===== src/rtl/im_fetch_buffer_if.sv =====
// Fetch buffer bus bundle. It groups the processor instruction port and the
// external memory port. The slave modport belongs to the buffer unit. The
// master modport is the surrounding system, meaning the processor plus the
// external memory.
interface im_fetch_buffer_if #(
  parameter int MSB_DATA = 16,
  parameter int MSB_RAM  = 10,
  parameter int LSB      = 0
);
  logic [LSB+MSB_RAM-1:LSB]  ADDR_im_i;
  logic                      CEnable_im_i;
  logic                      OEnable_im_i;
  logic [LSB+MSB_DATA-1:LSB] DATA_im_o;
  logic                      HOLD_n_i;
  logic                      HOLD_n_o;
  logic [LSB+MSB_RAM-1:LSB]  MEM_ADDR_o;
  logic                      MEM_CEn_o;
  logic                      MEM_OEn_o;
  logic [LSB+MSB_DATA-1:LSB] MEM_DATA_i;

  modport slave (
    input  ADDR_im_i, CEnable_im_i, OEnable_im_i, HOLD_n_i, MEM_DATA_i,
    output DATA_im_o, HOLD_n_o, MEM_ADDR_o, MEM_CEn_o, MEM_OEn_o
  );

  modport master (
    output ADDR_im_i, CEnable_im_i, OEnable_im_i, HOLD_n_i, MEM_DATA_i,
    input  DATA_im_o, HOLD_n_o, MEM_ADDR_o, MEM_CEn_o, MEM_OEn_o
  );
endinterface


===== src/rtl/im_fetch_buffer.sv =====
// Instruction-memory fetch buffer.
// - A one-word buffer holds the last fetched address and data.
// - A hit serves the word without stalling.
// - A miss runs a wait-stated external read and holds the processor until
//   the word lands in the buffer.
// Build option IM_PREFETCH_EN:
// - The buffer becomes two entries with LRU replacement.
// - A hit on one entry prefetches the next sequential word into the other
//   entry, and that prefetch does not stall the processor.
module im_fetch_buffer #(
  parameter int MSB_DATA    = 16,
  parameter int MSB_RAM     = 10,
  parameter int WAIT_STATES = 3,
  parameter int LSB         = 0
) (
  input  logic             CLOCK_i,
  input  logic             RESET_n_i,
  im_fetch_buffer_if.slave bus
);
  localparam int         DW = MSB_DATA;
  localparam int         AW = MSB_RAM;
  localparam logic [3:0] WS = 4'(WAIT_STATES);

  localparam logic [1:0] IDLE = 2'd0;
  localparam logic [1:0] WAIT = 2'd1;

  logic [1:0]    r_state;
  logic [3:0]    r_cnt;
  logic [AW-1:0] r_mem_addr;
  logic          r_mem_cen;
  logic          r_mem_oen;
  logic          w_req;
  logic          w_hit;
  logic          w_miss;

  assign w_req  = ~bus.CEnable_im_i & ~bus.OEnable_im_i;
  assign w_miss = w_req & ~w_hit;

  // The stall is combinational, so the processor freezes in the miss cycle itself.
  // A prefetch in flight does not stall on its own.
  assign bus.HOLD_n_o   = bus.HOLD_n_i & ~(w_miss | (r_state == WAIT));
  assign bus.MEM_ADDR_o = r_mem_addr;
  assign bus.MEM_CEn_o  = r_mem_cen;
  assign bus.MEM_OEn_o  = r_mem_oen;

`ifndef IM_PREFETCH_EN
  logic          r_valid;
  logic [AW-1:0] r_tag;
  logic [DW-1:0] r_data;

  assign w_hit         = r_valid & (r_tag == bus.ADDR_im_i);
  assign bus.DATA_im_o = r_data;

  // Single-entry fill FSM: a miss launches a read, and the last wait cycle fills the buffer.
  always_ff @(posedge CLOCK_i or negedge RESET_n_i) begin
    if (!RESET_n_i) begin
      r_state    <= IDLE;
      r_valid    <= 1'b0;
      r_tag      <= '0;
      r_data     <= '0;
      r_cnt      <= '0;
      r_mem_addr <= '0;
      r_mem_cen  <= 1'b1;
      r_mem_oen  <= 1'b1;
    end else begin
      case (r_state)
        IDLE: if (w_miss) begin
          r_mem_addr <= bus.ADDR_im_i;
          r_mem_cen  <= 1'b0;
          r_mem_oen  <= 1'b0;
          r_cnt      <= WS;
          r_state    <= WAIT;
        end
        WAIT: if (r_cnt != 4'd0) begin
          r_cnt <= r_cnt - 4'd1;
        end else begin
          r_data    <= bus.MEM_DATA_i;
          r_tag     <= r_mem_addr;
          r_valid   <= 1'b1;
          r_mem_cen <= 1'b1;
          r_mem_oen <= 1'b1;
          r_state   <= IDLE;
        end
        default: r_state <= IDLE;
      endcase
    end
  end
`else
  localparam logic [1:0] PREF = 2'd2;

  logic [1:0]         r_vld;
  logic [1:0][AW-1:0] r_tag;
  logic [1:0][DW-1:0] r_dat;
  logic               r_lru;   // entry to evict on the next demand miss
  logic               r_fill;  // entry targeted by the read in flight
  logic [1:0]         w_hit_v;
  logic               w_hx;
  logic               w_oth;
  logic               w_pf;
  logic [AW-1:0]      w_next;

  assign w_hit_v[0]    = r_vld[0] & (r_tag[0] == bus.ADDR_im_i);
  assign w_hit_v[1]    = r_vld[1] & (r_tag[1] == bus.ADDR_im_i);
  assign w_hit         = |w_hit_v;
  assign w_hx          = w_hit_v[1];
  assign w_oth         = ~w_hx;
  assign w_next        = r_tag[w_hx] + AW'(1);
  assign w_pf          = ~(r_vld[w_oth] & (r_tag[w_oth] == w_next));
  assign bus.DATA_im_o = r_dat[w_hx];

  // Two-entry fill FSM.
  // - A demand miss fills the LRU entry.
  // - A hit prefetches the next word into the other entry.
  // - A demand miss seen during a prefetch stalls through the fill.
  // - Back in IDLE, that request either hits or starts its own read.
  always_ff @(posedge CLOCK_i or negedge RESET_n_i) begin
    if (!RESET_n_i) begin
      r_state    <= IDLE;
      r_vld      <= '0;
      r_tag      <= '0;
      r_dat      <= '0;
      r_lru      <= 1'b0;
      r_fill     <= 1'b0;
      r_cnt      <= '0;
      r_mem_addr <= '0;
      r_mem_cen  <= 1'b1;
      r_mem_oen  <= 1'b1;
    end else begin
      case (r_state)
        IDLE: if (w_miss) begin
          r_mem_addr <= bus.ADDR_im_i;
          r_mem_cen  <= 1'b0;
          r_mem_oen  <= 1'b0;
          r_cnt      <= WS;
          r_fill     <= r_lru;
          r_state    <= WAIT;
        end else if (w_req) begin
          r_lru <= w_oth;
          if (w_pf) begin
            r_mem_addr <= w_next;
            r_mem_cen  <= 1'b0;
            r_mem_oen  <= 1'b0;
            r_cnt      <= WS;
            r_fill     <= w_oth;
            r_state    <= PREF;
          end
        end
        WAIT, PREF: if (r_cnt != 4'd0) begin
          r_cnt <= r_cnt - 4'd1;
        end else begin
          r_dat[r_fill] <= bus.MEM_DATA_i;
          r_tag[r_fill] <= r_mem_addr;
          r_vld[r_fill] <= 1'b1;
          r_lru         <= ~r_fill;  // keep the freshly filled entry resident
          r_mem_cen     <= 1'b1;
          r_mem_oen     <= 1'b1;
          r_state       <= IDLE;
        end
        default: r_state <= IDLE;
      endcase
    end
  end
`endif
endmodule

===== src/flat_wrapper.sv =====
// flat-port wrapper written by rule: the top's interface ports become plain ports
module im_fetch_buffer_flat 
#(
  parameter int MSB_DATA    = 16,
  parameter int MSB_RAM     = 10,
  parameter int WAIT_STATES = 3,
  parameter int LSB         = 0
)
  (CLOCK_i, RESET_n_i, bus_ADDR_im_i, bus_CEnable_im_i, bus_OEnable_im_i, bus_HOLD_n_i, bus_MEM_DATA_i, bus_DATA_im_o, bus_HOLD_n_o, bus_MEM_ADDR_o, bus_MEM_CEn_o, bus_MEM_OEn_o);
  im_fetch_buffer_if #(.MSB_DATA(MSB_DATA), .MSB_RAM(MSB_RAM), .LSB(LSB)) bus_i ();
  input  logic CLOCK_i;
  input  logic RESET_n_i;
  input wire logic [$bits(bus_i.ADDR_im_i)-1:0] bus_ADDR_im_i;
  input wire logic [$bits(bus_i.CEnable_im_i)-1:0] bus_CEnable_im_i;
  input wire logic [$bits(bus_i.OEnable_im_i)-1:0] bus_OEnable_im_i;
  input wire logic [$bits(bus_i.HOLD_n_i)-1:0] bus_HOLD_n_i;
  input wire logic [$bits(bus_i.MEM_DATA_i)-1:0] bus_MEM_DATA_i;
  output wire logic [$bits(bus_i.DATA_im_o)-1:0] bus_DATA_im_o;
  output wire logic [$bits(bus_i.HOLD_n_o)-1:0] bus_HOLD_n_o;
  output wire logic [$bits(bus_i.MEM_ADDR_o)-1:0] bus_MEM_ADDR_o;
  output wire logic [$bits(bus_i.MEM_CEn_o)-1:0] bus_MEM_CEn_o;
  output wire logic [$bits(bus_i.MEM_OEn_o)-1:0] bus_MEM_OEn_o;
  assign bus_i.ADDR_im_i = bus_ADDR_im_i;
  assign bus_i.CEnable_im_i = bus_CEnable_im_i;
  assign bus_i.OEnable_im_i = bus_OEnable_im_i;
  assign bus_i.HOLD_n_i = bus_HOLD_n_i;
  assign bus_i.MEM_DATA_i = bus_MEM_DATA_i;
  assign bus_DATA_im_o = bus_i.DATA_im_o;
  assign bus_HOLD_n_o = bus_i.HOLD_n_o;
  assign bus_MEM_ADDR_o = bus_i.MEM_ADDR_o;
  assign bus_MEM_CEn_o = bus_i.MEM_CEn_o;
  assign bus_MEM_OEn_o = bus_i.MEM_OEn_o;
  im_fetch_buffer #(.MSB_DATA(MSB_DATA), .MSB_RAM(MSB_RAM), .WAIT_STATES(WAIT_STATES), .LSB(LSB)) u_core (.CLOCK_i(CLOCK_i), .RESET_n_i(RESET_n_i), .bus(bus_i));
endmodule

===== config.mk =====
export PLATFORM = sky130hd
export DESIGN_NAME = im_fetch_buffer_flat
export DESIGN_NICKNAME = d
export VERILOG_FILES = /design/src/rtl/im_fetch_buffer_if.sv /design/src/rtl/im_fetch_buffer.sv /design/src/flat_wrapper.sv
export SDC_FILE = /design/constraint.sdc
export NUM_CORES = 1
export LEC_CHECK = 0
export BUFFER_PORTS_ARGS = -buffer_cell sky130_fd_sc_hd__buf_2
export CAP_MARGIN = 25
export CORE_UTILIZATION = 40
export CTS_CLUSTER_SIZE = 12
export DETAILED_ROUTE_END_ITERATION = 7
export PLACE_DENSITY_LB_ADDON = 0.3
export REMOVE_ABC_BUFFERS = 1
export SETUP_SLACK_MARGIN = 0.15
export SLEW_MARGIN = 5
export SYNTH_ARGS = -nofsm -noshare
export SYNTH_HDL_FRONTEND = slang
export SYNTH_SLANG_ARGS = --single-unit

===== constraint.sdc =====
create_clock -name CLOCK_i -period 2.45 [get_ports CLOCK_i]
set_clock_uncertainty 0.05 [all_clocks]
set_input_delay 0.245 -clock CLOCK_i [delete_from_list [all_inputs] [get_ports CLOCK_i]]
set_output_delay 0.245 -clock CLOCK_i [all_outputs]
set_load 0.02 [all_outputs]

==> key figures, run 1 <==
Run status
  – Status: complete, no violations

Layout
  – Area growth, synth to finish: 23.1%
  – Final Non-Filler Cells: 375
  – Share of cells above drive strength 1: 0.295
  – Finished Cell Area: 2700 um2
  – Ant diodes: 0
  – Fill cells: 508
  – Final nets: 336

Global routing
  – Pin count of the biggest net entering global routing: 44
  – Overflow after GRT: 0
  – Vias in the first global route: 1848
  – Global-route wire length before repair: 9.05 mm
  – GRT Total Usage: 0.197
  – Initial antenna violation count: 0

Clock tree
  – Clk sinks: 43
  – Total CTS buffers: 5
  – H-Tree Depth: 2
  – Root Buffer: clkbuf_8
  – Clock network latency to the later pin of the worst-skew pair: 0.30 ns
  – Clock slew at reported path FFs: 0.09 ns
  – Post-CTS setup buffers: 0
  – CTS tree: yes
  – CTS max path bufs: 2

Yosys
  – Register area share after synthesis: 0.492
  – Area leader, netlist: dfrtp_1
  – Post-Syn Area: 2190 um2
  – Count leader, synth: nand2_1
  – Top post-synthesis cells by count: nand2_1, dfrtp_1, nand4_1
  – Mapped Cells: 245
  – FFs w/ async S/R, synth: 1.00
  – Post-synth top area share: 0.480
  – Avg Inst Size Synth: 8.94 um2
  – Dominant synthesized flop cell: dfrtp_1
  – EDFF count, synth: 0
  – Synthesis-stage register bit count: 43
  – Synth unique cells: 35
  – Synth area leaders: dfrtp_1, nand2_1, a21oi_2
  – Syn. warnings: 0

STA
  – Endpoints failing setup: 0
  – Post-route minimum period: 2.09 ns
  – Final period util: 0.854
  – Worst slew margin: 0.528
  – Max Freq: 0.478 GHz
  – Final TNS setup: 0 ns
  – Hold Fails Final Rpt: 0
  – Worst setup margin: 0.358 ns
  – RSZ-0062 raised after global routing: no
  – Final Max Tran Viols: 0
  – Slew @ Worst Pin: 0.708 ns

Worst setup path
  – Delay of the slowest cell on the worst path: 0.40 ns
  – CP Cell Sequence: xnor2_1 > and4_4 > a31o_1 > and3_1 > buf_2
  – Crit path max fanout: 3
  – CP Launch Type: flop
  – Data arrival time of the critical path: 1.80 ns
  – CP max-delay cell: dfrtp_1
  – CP endpoint kind: output port
  – Kind of critical path: flop to output port
  – Req. time, crit path: 2.15 ns

Power
  – Total internal power: 2.05 mW
  – Sw frac: 0.427
  – Pwr/cell area: 1320 nW/um2
  – Final Power: 3.57 mW
  – Leak pwr: 1.36 nW
  – Clock share of power: 0.182
  – Gate power share: 0.455
  – Sequential power share: 0.363
  – P_sw: 1.52 mW
  – Max VDD drop: 552 uV

Die
  – I/O pin count: 60
  – Die Wd: 76.0 um
  – Starting density of the core: 0.421
  – Core Region: 5200 um2
  – Rows: 26
  – Die area: 5770 um2
  – Die Ht: 76.0 um

Routing
  – Residual DRC: 0
  – DRT Pass-1 Iters: 4
  – DR WL/cell: 13.9 um
  – Routed WL: 5.23 mm
  – Drt first-iter violations: 152
  – Via Count: 1911
  – Routed Antenna Nets: 0
  – DR vias/cell: 5.10

Placement
  – Buffers on Ports: 59
  – HPWL Detailed: 3.50 mm
  – Worst slack, placed: 0.421 ns
  – Placed inst area: 2530 um2
  – RD Place Congestion: 0.797
  – Dpl cells: 365

Job
  – Max-cap violations: 0

Hold path
  – Min-delay worst type: input pin to flop
==> logic make-up after synthesis <==
group,after synthesis,share of synthesized area
AND/OR/NAND/NOR,133,0.291
buffers and inverters,18,0.0463
XOR/XNOR,10,0.0400
flip-flops,43,0.492
AO/OA/AOI/OAI,40,0.125
adder cells (fa/ha/maj),1,0.00571
==> routing by layer <==
layer	track usage	vias up	wire, um
met5	0	-	0
met4	0.0692	0	65
met3	0.0371	6	239
met2	0.311	56	2470
met1	0.273	894	2460
li1	-	955	-
==> power groups by stage <==
stage               sequential [mW]  clock (mW)  combinational [mW]
detailed placement             1.31           0                1.63
finish                         1.30       0.652                1.62
global route                   1.35       0.698                1.81
global placement               1.31           0                1.60
floorplan                      1.56           0               0.796
CTS                            1.29       0.668                1.63
==> what timing repair did <==
| action | CTS | global route |
|---|---|---|
| endpoints found under the hold margin | 0 | 16 |
| hold buffers | 0 | 1 |
| gates resized for setup | 0 | 0 |
==> through the flow <==
stage	hold WS (ns)	util
detailed placement	0.391	0.487
global route	0.0829	0.518
floorplan	-0.101	-
finish	0.0851	0.518
global placement	0.384	0.487
CTS	0.0756	0.512
==> flip-flops by register name (all words and copies together), names as in the netlist <==
register	count
u_core.bus.DATA_im_o	16
u_core.bus.MEM_ADDR_o	10
u_core.r_tag	10
u_core.r_cnt	4
u_core.bus.MEM_CEn_o	1
u_core.r_state	1
u_core.r_valid	1
==> cells in the final DEF (no fill, tap or decap), types with 3 or more instances in the layout <==
cell,instances
a21boi_0,10
nand4_1,13
nor2_1,4
o21ai_0,10
buf_2,59
clkbuf_8,5
buf_4,6
dfrtp_1,42
nand2_1,78
a21oi_2,10
and3_1,12
a21oi_1,6
inv_1,3
xnor2_1,7
nand3_1,11
xor2_1,3
==> final timing paths <==
| kind | slack, ns | to | cells past startpoint | start |
|---|---|---|---|---|
| worst min-delay path | 0.09 | u_core.bus.DATA_im_o[0]$_DFFE_PN0P_ | 3 | bus_MEM_DATA_i[0] |
| worst max-delay path | 0.36 | bus_HOLD_n_o | 5 | u_core.r_tag[3]$_DFFE_PN0P_ |
| worst min register to register | 0.43 | u_core.bus.DATA_im_o[14]$_DFFE_PN0P_ | 2 | u_core.bus.DATA_im_o[14]$_DFFE_PN0P_ |
| min in group asynchronous | 0.34 | u_core.bus.DATA_im_o[12]$_DFFE_PN0P_ | 2 | RESET_n_i |
| worst max register to register | 0.44 | u_core.bus.DATA_im_o[4]$_DFFE_PN0P_ | 7 | u_core.r_cnt[0]$_DFFE_PN0P_ |
| max in group asynchronous | 1.46 | u_core.bus.MEM_CEn_o$_DFFE_PN1P_ | 3 | RESET_n_i |
==> worst max-delay path: cells and delay by family, from the launching register on <==
kind,cells,cell delay [ns]
XOR/XNOR,1,0.28
buffers and inverters,1,0.16
AND/OR/NAND/NOR,2,0.45
AO/OA/AOI/OAI,1,0.21
flip-flops,1,0.40
==> layout make-up <==
type                       instances  area (um2)  area share
timing repair buffer              67         370       0.137
tap                               70        87.6      0.0325
sequential                        43        1080       0.400
inverter                           3        11.3     0.00418
clock inverter                     2        60.1      0.0223
multi-input combinational        184        1020       0.377
clock buffer                       6        72.6      0.0269
(Power assumes the default switching activity.)
==> inputs of run 2 (changes only) <==
Settings changed: CAP_MARGIN 25 to not set, CORE_UTILIZATION 40 to 45.
==> run 2 against run 1 <==
The flow now finishes with violations (DRC). Wire length decreased by 3.4%. Sequential power about the same. Critical path depth is the same. Hold slack worse by 0.050 ns. Count of clock-buffer cells in the layout is 1 lower. Via count rose by 1.2%. First-iteration DRC count decreased by 30%. Final area is 2.3% lower. Non-clock buffer count down 1. Global-route usage rose by 1.7 points. Critical endpoint unchanged. Largest power group unchanged. Highest routed layer unchanged.
==> key figures, run 2 (same netlist as run 1, synthesis figures left out) <==
Run status
  – Status: complete, but fails checks (was complete, no violations)
  – Failing checks: DRC

Routing
  – DR WL/cell: 14.1 um (was 13.9 um)
  – Routed WL: 5.05 mm (was 5.23 mm)
  – DRT Pass-1 Iters: 6 (was 4)
  – DR vias/cell: 5.40 (was 5.10)
  – Drt first-iter violations: 106 (was 152)
  – Routed Antenna Nets: 0 (unchanged)
  – Residual DRC: 2 (was 0)
  – Via Count: 1933 (was 1911)

Placement
  – RD Place Congestion: 0.803 (was 0.797)
  – Buffers on Ports: 59 (unchanged)
  – HPWL Detailed: 3.49 mm (was 3.50 mm)
  – Worst slack, placed: 0.662 ns (was 0.421 ns)
  – Dpl cells: 350 (was 365)

STA
  – Final Max Tran Viols: 0 (unchanged)
  – Post-route minimum period: 2.06 ns (was 2.09 ns)
  – Final TNS setup: 0 ns (unchanged)
  – Final period util: 0.842 (was 0.854)
  – Worst setup margin: 0.387 ns (was 0.358 ns)
  – Endpoints failing setup: 0 (unchanged)
  – Max Freq: 0.485 GHz (was 0.478 GHz)
  – Worst slew margin: 0.378 (was 0.528)
  – Slew @ Worst Pin: 0.933 ns (was 0.708 ns)
  – RSZ-0062 raised after global routing: no (unchanged)
  – Hold Fails Final Rpt: 0 (unchanged)

Layout
  – Fill cells: 444 (was 508)
  – Sequential Area: 1080 um2 (unchanged)
  – Core Util, Final: 0.561 (was 0.518)
  – Area growth, synth to finish: 20.3% (was 23.1%)
  – Final nets: 335 (was 336)
  – Max FFs per register: 16 (unchanged)
  – Ant diodes: 0 (unchanged)
  – Final Non-Filler Cells: 358 (was 375)
  – Share of cells above drive strength 1: 0.299 (was 0.295)
  – Multi-input logic area: 1020 um2 (unchanged)
  – Most frequent cells in the layout: nand2_1, buf_2, dfrtp_1 (unchanged)
  – Commonest non-fill, non-tap cell in the layout: nand2_1 (unchanged)

Power
  – Pwr/cell area: 1320 nW/um2 (about the same)
  – Final Power: 3.48 mW (was 3.57 mW)
  – Leak pwr: 1.34 nW (was 1.36 nW)
  – Max VDD drop: 551 uV (was 552 uV)

Clock tree
  – Total CTS buffers: 5 (unchanged)
  – Hold_buf cts: 0 (unchanged)
  – CTS tree: yes (unchanged)
  – Clk sinks: 43 (unchanged)
  – H-Tree Depth: 2 (unchanged)
  – Clock slew at reported path FFs: 0.08 ns (was 0.09 ns)
  – Post-CTS Resized: 0 (unchanged)
  – CTS max path bufs: 2 (unchanged)
  – Post-CTS setup buffers: 0 (unchanged)
  – Clock network latency to the later pin of the worst-skew pair: 0.30 ns (about the same)
  – Root Buffer: clkbuf_8 (unchanged)

Die
  – Core Region: 4690 um2 (was 5200 um2)
  – Die Wd: 71.8 um (was 76.0 um)
  – Die area: 5150 um2 (was 5770 um2)
  – Rows: 25 (was 26)
  – I/O pin count: 60 (unchanged)
  – Starting density of the core: 0.467 (was 0.421)
  – Die Ht: 71.8 um (was 76.0 um)

Worst setup path
  – Req. time, crit path: 2.15 ns (about the same)
  – Crit path buf inv count: 1 (unchanged)
  – Kind of critical path: flop to output port (unchanged)
  – Reg-to-reg slack, setup: 0.68 ns (was 0.44 ns)
  – CP Cell Sequence: xnor2_1 > and4_4 > a31o_1 > and3_1 > buf_2 (unchanged)
  – CP max-delay cell: dfrtp_1 (unchanged)
  – Critical path depth: 5 (unchanged)
  – Crit path max fanout: 3 (unchanged)
  – CP Launch Type: flop (unchanged)
  – Delay of the slowest cell on the worst path: 0.41 ns (was 0.40 ns)
  – Data arrival time of the critical path: 1.77 ns (was 1.80 ns)
  – Reg2reg path depth: 7 (unchanged)
  – CP endpoint kind: output port (unchanged)
  – CP top delay family: simple AND/OR/NAND/NOR gates (unchanged)

Job
  – Max-cap violations: 0 (unchanged)

Hold path
  – Min-delay worst type: input pin to async pin (was input pin to flop)

Global routing
  – Initial antenna violation count: 0 (unchanged)
  – Pin count of the biggest net entering global routing: 44 (unchanged)
  – Vias in the first global route: 1744 (was 1848)
  – Overflow after GRT: 0 (unchanged)
  – GRT Total Usage: 0.214 (was 0.197)
  – Global-route wire length before repair: 8.39 mm (was 9.05 mm)
## run 2: cell count changes in the layout (fill, tap and decap cells not counted)
cell           before  now
dlygate4sd3_1       1    0
clkbuf_1            1    0
buf_12              1    0
clkinv_4            0    1
bufinv_16           2    1
buf_4               6    7
clkinv_2            0    1
## run 2: area by class of cell
| type | instances | share of cell area |
|---|---|---|
| flip-flops and latches | 43 | 0.409 |
| multi-input cells | 184 | 0.386 |
| repair buffers | 66 | 0.132 |
| clock buffers | 5 | 0.0261 |
| well taps | 54 | 0.0257 |
| clock inverters | 3 | 0.0166 |
| inverters | 3 | 0.00428 |
## run 2: path summary, 6_finish.rpt
kind,start,to
worst min register to register,u_core.bus.DATA_im_o[0]$_DFFE_PN0P_,u_core.bus.DATA_im_o[0]$_DFFE_PN0P_
min in group CLOCK_i,bus_MEM_DATA_i[0],u_core.bus.DATA_im_o[0]$_DFFE_PN0P_
worst min-delay path,RESET_n_i,u_core.bus.DATA_im_o[3]$_DFFE_PN0P_
max in group asynchronous,RESET_n_i,u_core.r_tag[7]$_DFFE_PN0P_
worst max register to register,u_core.r_cnt[0]$_DFFE_PN0P_,u_core.bus.DATA_im_o[1]$_DFFE_PN0P_
worst max-delay path,u_core.r_tag[3]$_DFFE_PN0P_,bus_HOLD_n_o
## run 2: metal layers
layer / global-route usage / up-vias / share of wire
li1: - / 953 / -
met1: 0.305 / 930 / 0.48
met2: 0.327 / 45 / 0.48
met3: 0.0478 / 5 / 0.036
met4: 0.0697 / 0 / 0.0087
met5: 0 / - / 0
## run 2: through the flow
| step | cell area, um2 | hold WS (ns) |
|---|---|---|
| final | 2630 | 0.0351 |
| after global routing | 2630 | 0.0680 |
| after CTS | 2630 | 0.0650 |
| after detailed placement | 2520 | 0.388 |
| after global placement | 2520 | 0.385 |
| after floorplan | 2100 | -0.101 |
## run 2: power by group
| part | leakage, nW | internal [mW] | total [mW] | switching, mW |
|---|---|---|---|---|
| clock | 0.0581 | 0.303 | 0.555 | 0.252 |
| combinational | 0.767 | 0.589 | 1.62 | 1.04 |
| sequential | 0.520 | 1.05 | 1.30 | 0.246 |
==> inputs of run 3 (changes only) <==
Clock period 2.45 ns to 1.7 ns, I/O delays scaled along.
==> run 3 against run 2 <==
Final area grew 24%. Sequential cell count did not move. Critical path type unchanged. Largest power group unchanged. Sequential power rose by 51%. Critical endpoint unchanged. Register-to-register slack got worse by 0.70 ns. Total power up 68%. Clock power up 25%. Count of clock-buffer cells in the layout did not move. Die area unchanged. Worst setup slack got worse by 0.60 ns. Non-clock buffer count grew 43. Via count is 17% higher. The flow finishes with violations (DRC, setup timing).
==> key figures, run 3 (same netlist as run 1, synthesis figures left out) <==
Run status
  – Status: complete, but fails checks (unchanged)
  – Failing checks: DRC, setup timing (was DRC)

Worst setup path
  – CP Launch Type: flop (unchanged)
  – Crit path capture: bus_HOLD_n_o (unchanged)
  – R2r startpoint: u_core.r_tag[0]$_DFFE_PN0P_ (was u_core.r_cnt[0]$_DFFE_PN0P_)
  – CP startpoint: u_core.r_tag[0]$_DFFE_PN0P_ (was u_core.r_tag[3]$_DFFE_PN0P_)
  – CP endpoint kind: output port (unchanged)
  – Req. time, crit path: 1.48 ns (was 2.15 ns)
  – Data arrival time of the critical path: 1.69 ns (was 1.77 ns)
  – RR Endpoint: u_core.r_cnt[0]$_DFFE_PN0P_ (was u_core.bus.DATA_im_o[1]$_DFFE_PN0P_)
  – Reg2reg path depth: 6 (was 7)
  – Kind of critical path: flop to output port (unchanged)
  – Crit path max fanout: 3 (unchanged)
  – Reg-to-reg slack, setup: -0.02 ns (was 0.68 ns)

Die
  – Starting density of the core: 0.467 (unchanged)
  – Die Wd: 71.8 um (unchanged)
  – Rows: 25 (unchanged)
  – Die Ht: 71.8 um (unchanged)
  – Die area: 5150 um2 (unchanged)
  – Core Region: 4690 um2 (unchanged)
  – I/O pin count: 60 (unchanged)

Layout
  – Final Non-Filler Cells: 401 (was 358)
  – Commonest non-fill, non-tap cell in the layout: buf_2 (was nand2_1)
  – Area growth, synth to finish: 49.3% (was 20.3%)
  – Most frequent cells in the layout: buf_2, nand2_1, dfrtp_1 (was nand2_1, buf_2, dfrtp_1)
  – Final nets: 378 (was 335)
  – Ant diodes: 0 (unchanged)
  – Max FFs per register: 16 (unchanged)
  – Share of cells above drive strength 1: 0.481 (was 0.299)
  – Finished Cell Area: 3270 um2 (was 2630 um2)

Job
  – Max-cap violations: 0 (unchanged)

Global routing
  – Busiest grt layer: met2 (unchanged)
  – Met2 GRT Util: 0.366 (was 0.327)
  – Overflow after GRT: 0 (unchanged)
  – Global-route wire length before repair: 9.46 mm (was 8.39 mm)
  – Met1 global-route usage: 0.327 (was 0.305)
  – Initial antenna violation count: 0 (unchanged)
  – Met3 usage: 0.0534 (was 0.0478)
  – Pin count of the biggest net entering global routing: 28 (was 44)
  – GRT Total Usage: 0.240 (was 0.214)
  – Vias in the first global route: 2036 (was 1744)

Placement
  – HPWL Detailed: 3.66 mm (was 3.49 mm)
  – Placed inst area: 2620 um2 (was 2520 um2)
  – RD Place Congestion: 0.853 (was 0.803)
  – Dpl cells: 362 (was 350)
  – Buffers on Ports: 59 (unchanged)

STA
  – Max Freq: 0.523 GHz
  – Post-route minimum period: 1.91 ns
  – Final Max Tran Viols: 0 (unchanged)
  – Endpoints failing setup: 2 (was 0)
  – Worst setup margin: -0.211 ns (was 0.387 ns)
  – Slew @ Worst Pin: 0.439 ns (was 0.933 ns)
  – Hold Fails Final Rpt: 0 (unchanged)
  – Worst slew margin: 0.707 (was 0.378)
  – Final period util: 1.12
  – RSZ-0062 raised after global routing: yes (was no)
  – Final TNS setup: -0.226 ns (was 0 ns)

Routing
  – Via Count: 2256 (was 1933)
  – Residual DRC: 2 (unchanged)
  – DR WL/cell: 16.5 um (was 14.1 um)
  – Drt first-iter violations: 187 (was 106)
  – DRT Pass-1 Iters: 6 (unchanged)
  – Routed Antenna Nets: 0 (unchanged)
  – Routed WL: 6.64 mm (was 5.05 mm)
  – DR vias/cell: 5.63 (was 5.40)

Power
  – Max VDD drop: 891 uV (was 551 uV)
  – Pwr/cell area: 1790 nW/um2 (was 1320 nW/um2)
  – Final Power: 5.85 mW (was 3.48 mW)
  – Leak pwr: 1.61 nW (was 1.34 nW)

Clock tree
  – Total CTS buffers: 5 (unchanged)
  – Clock slew at reported path FFs: 0.09 ns (was 0.08 ns)
  – CTS tree: yes (unchanged)
  – H-Tree Depth: 2 (unchanged)
  – CTS max path bufs: 2 (unchanged)
  – Clock network latency to the later pin of the worst-skew pair: 0.31 ns (was 0.30 ns)
  – Clk sinks: 43 (unchanged)
  – Root Buffer: clkbuf_8 (unchanged)

Hold path
  – Min-delay worst type: input pin to flop (was input pin to async pin)
-- run 3: cell types whose count changed in the layout (fill, tap and decap cells not counted), sizes merged --
| cell | previous run | this run |
|---|---|---|
| clkbuf | 5 | 6 |
| dlygate4sd3 | 0 | 16 |
| bufinv | 1 | 0 |
| buf | 66 | 92 |
| clkinvlp | 0 | 2 |
| clkinv | 2 | 0 |
| inv | 3 | 4 |
-- run 3: final cells by class --
class | count | area, um2
clock buffer | 5 | 68.8
clock inverter | 3 | 23.8
fill | 339 | 1420
inverter | 3 | 11.3
multi-input combinational | 184 | 1220
sequential | 43 | 1080
tap | 54 | 67.6
timing repair buffer | 109 | 796
-- run 3: stage by stage --
step / util / hold slack [ns] / setup slack, ns
2_1_floorplan: - / -0.176 / -0.436
3_3_place_gp: 0.559 / 0.0784 / 0.0347
3_5_place_dp: 0.559 / 0.0830 / 0.0241
4_1_cts: 0.641 / 0.00698 / -0.191
5_1_grt: 0.697 / 0.0554 / -0.277
6_report: 0.697 / 0.0388 / -0.211
-- run 3: worst min-delay path by stage --
stage,endpoint,slack (ns),start,depth (start not counted)
2_1_floorplan,u_core.bus.DATA_im_o[0]$_DFFE_PN0P_,-0.18,RESET_n_i,0
3_3_place_gp,u_core.bus.DATA_im_o[3]$_DFFE_PN0P_,0.08,RESET_n_i,1
3_5_place_dp,u_core.bus.DATA_im_o[3]$_DFFE_PN0P_,0.08,RESET_n_i,1
4_1_cts,u_core.bus.DATA_im_o[7]$_DFFE_PN0P_,0.007,bus_MEM_DATA_i[7],3
5_1_grt,u_core.bus.DATA_im_o[7]$_DFFE_PN0P_,0.06,bus_MEM_DATA_i[7],3
6_report,u_core.bus.DATA_im_o[7]$_DFFE_PN0P_,0.04,bus_MEM_DATA_i[7],3
-- run 3: repair_timing --
item / 4_1_cts / 5_1_grt
setup buffers: 6 / 7
pin swaps: 6 / 53
resized for setup: 15 / 64
endpoints found under the setup margin: 30 / 43
hold buffers: 16 / 0
hold endpoints to repair: 30 / 0
gates cloned: 1 / 1
-- run 3: layer usage --
metal / wire length (um) / vias up
met1: 2610 / 1102
met2: 3510 / 97
li1: - / 1042
met5: 0 / -
met4: 138 / 0
met3: 379 / 15
-- run 3: report_power, final --
part	switching, mW	internal [mW]	total (mW)
Sequential	0.442	1.52	1.96
Combinational	1.81	1.39	3.20
Clock	0.397	0.294	0.691
Total	2.65	3.20	5.85
-- run 3: worst max-delay path: stages (launching register included) --
cell and delay, ns:
dfrtp_1 0.43, xnor2_2 0.21, and4_1 0.23, a31o_1 0.19
and3_4 0.20, buf_6 0.11
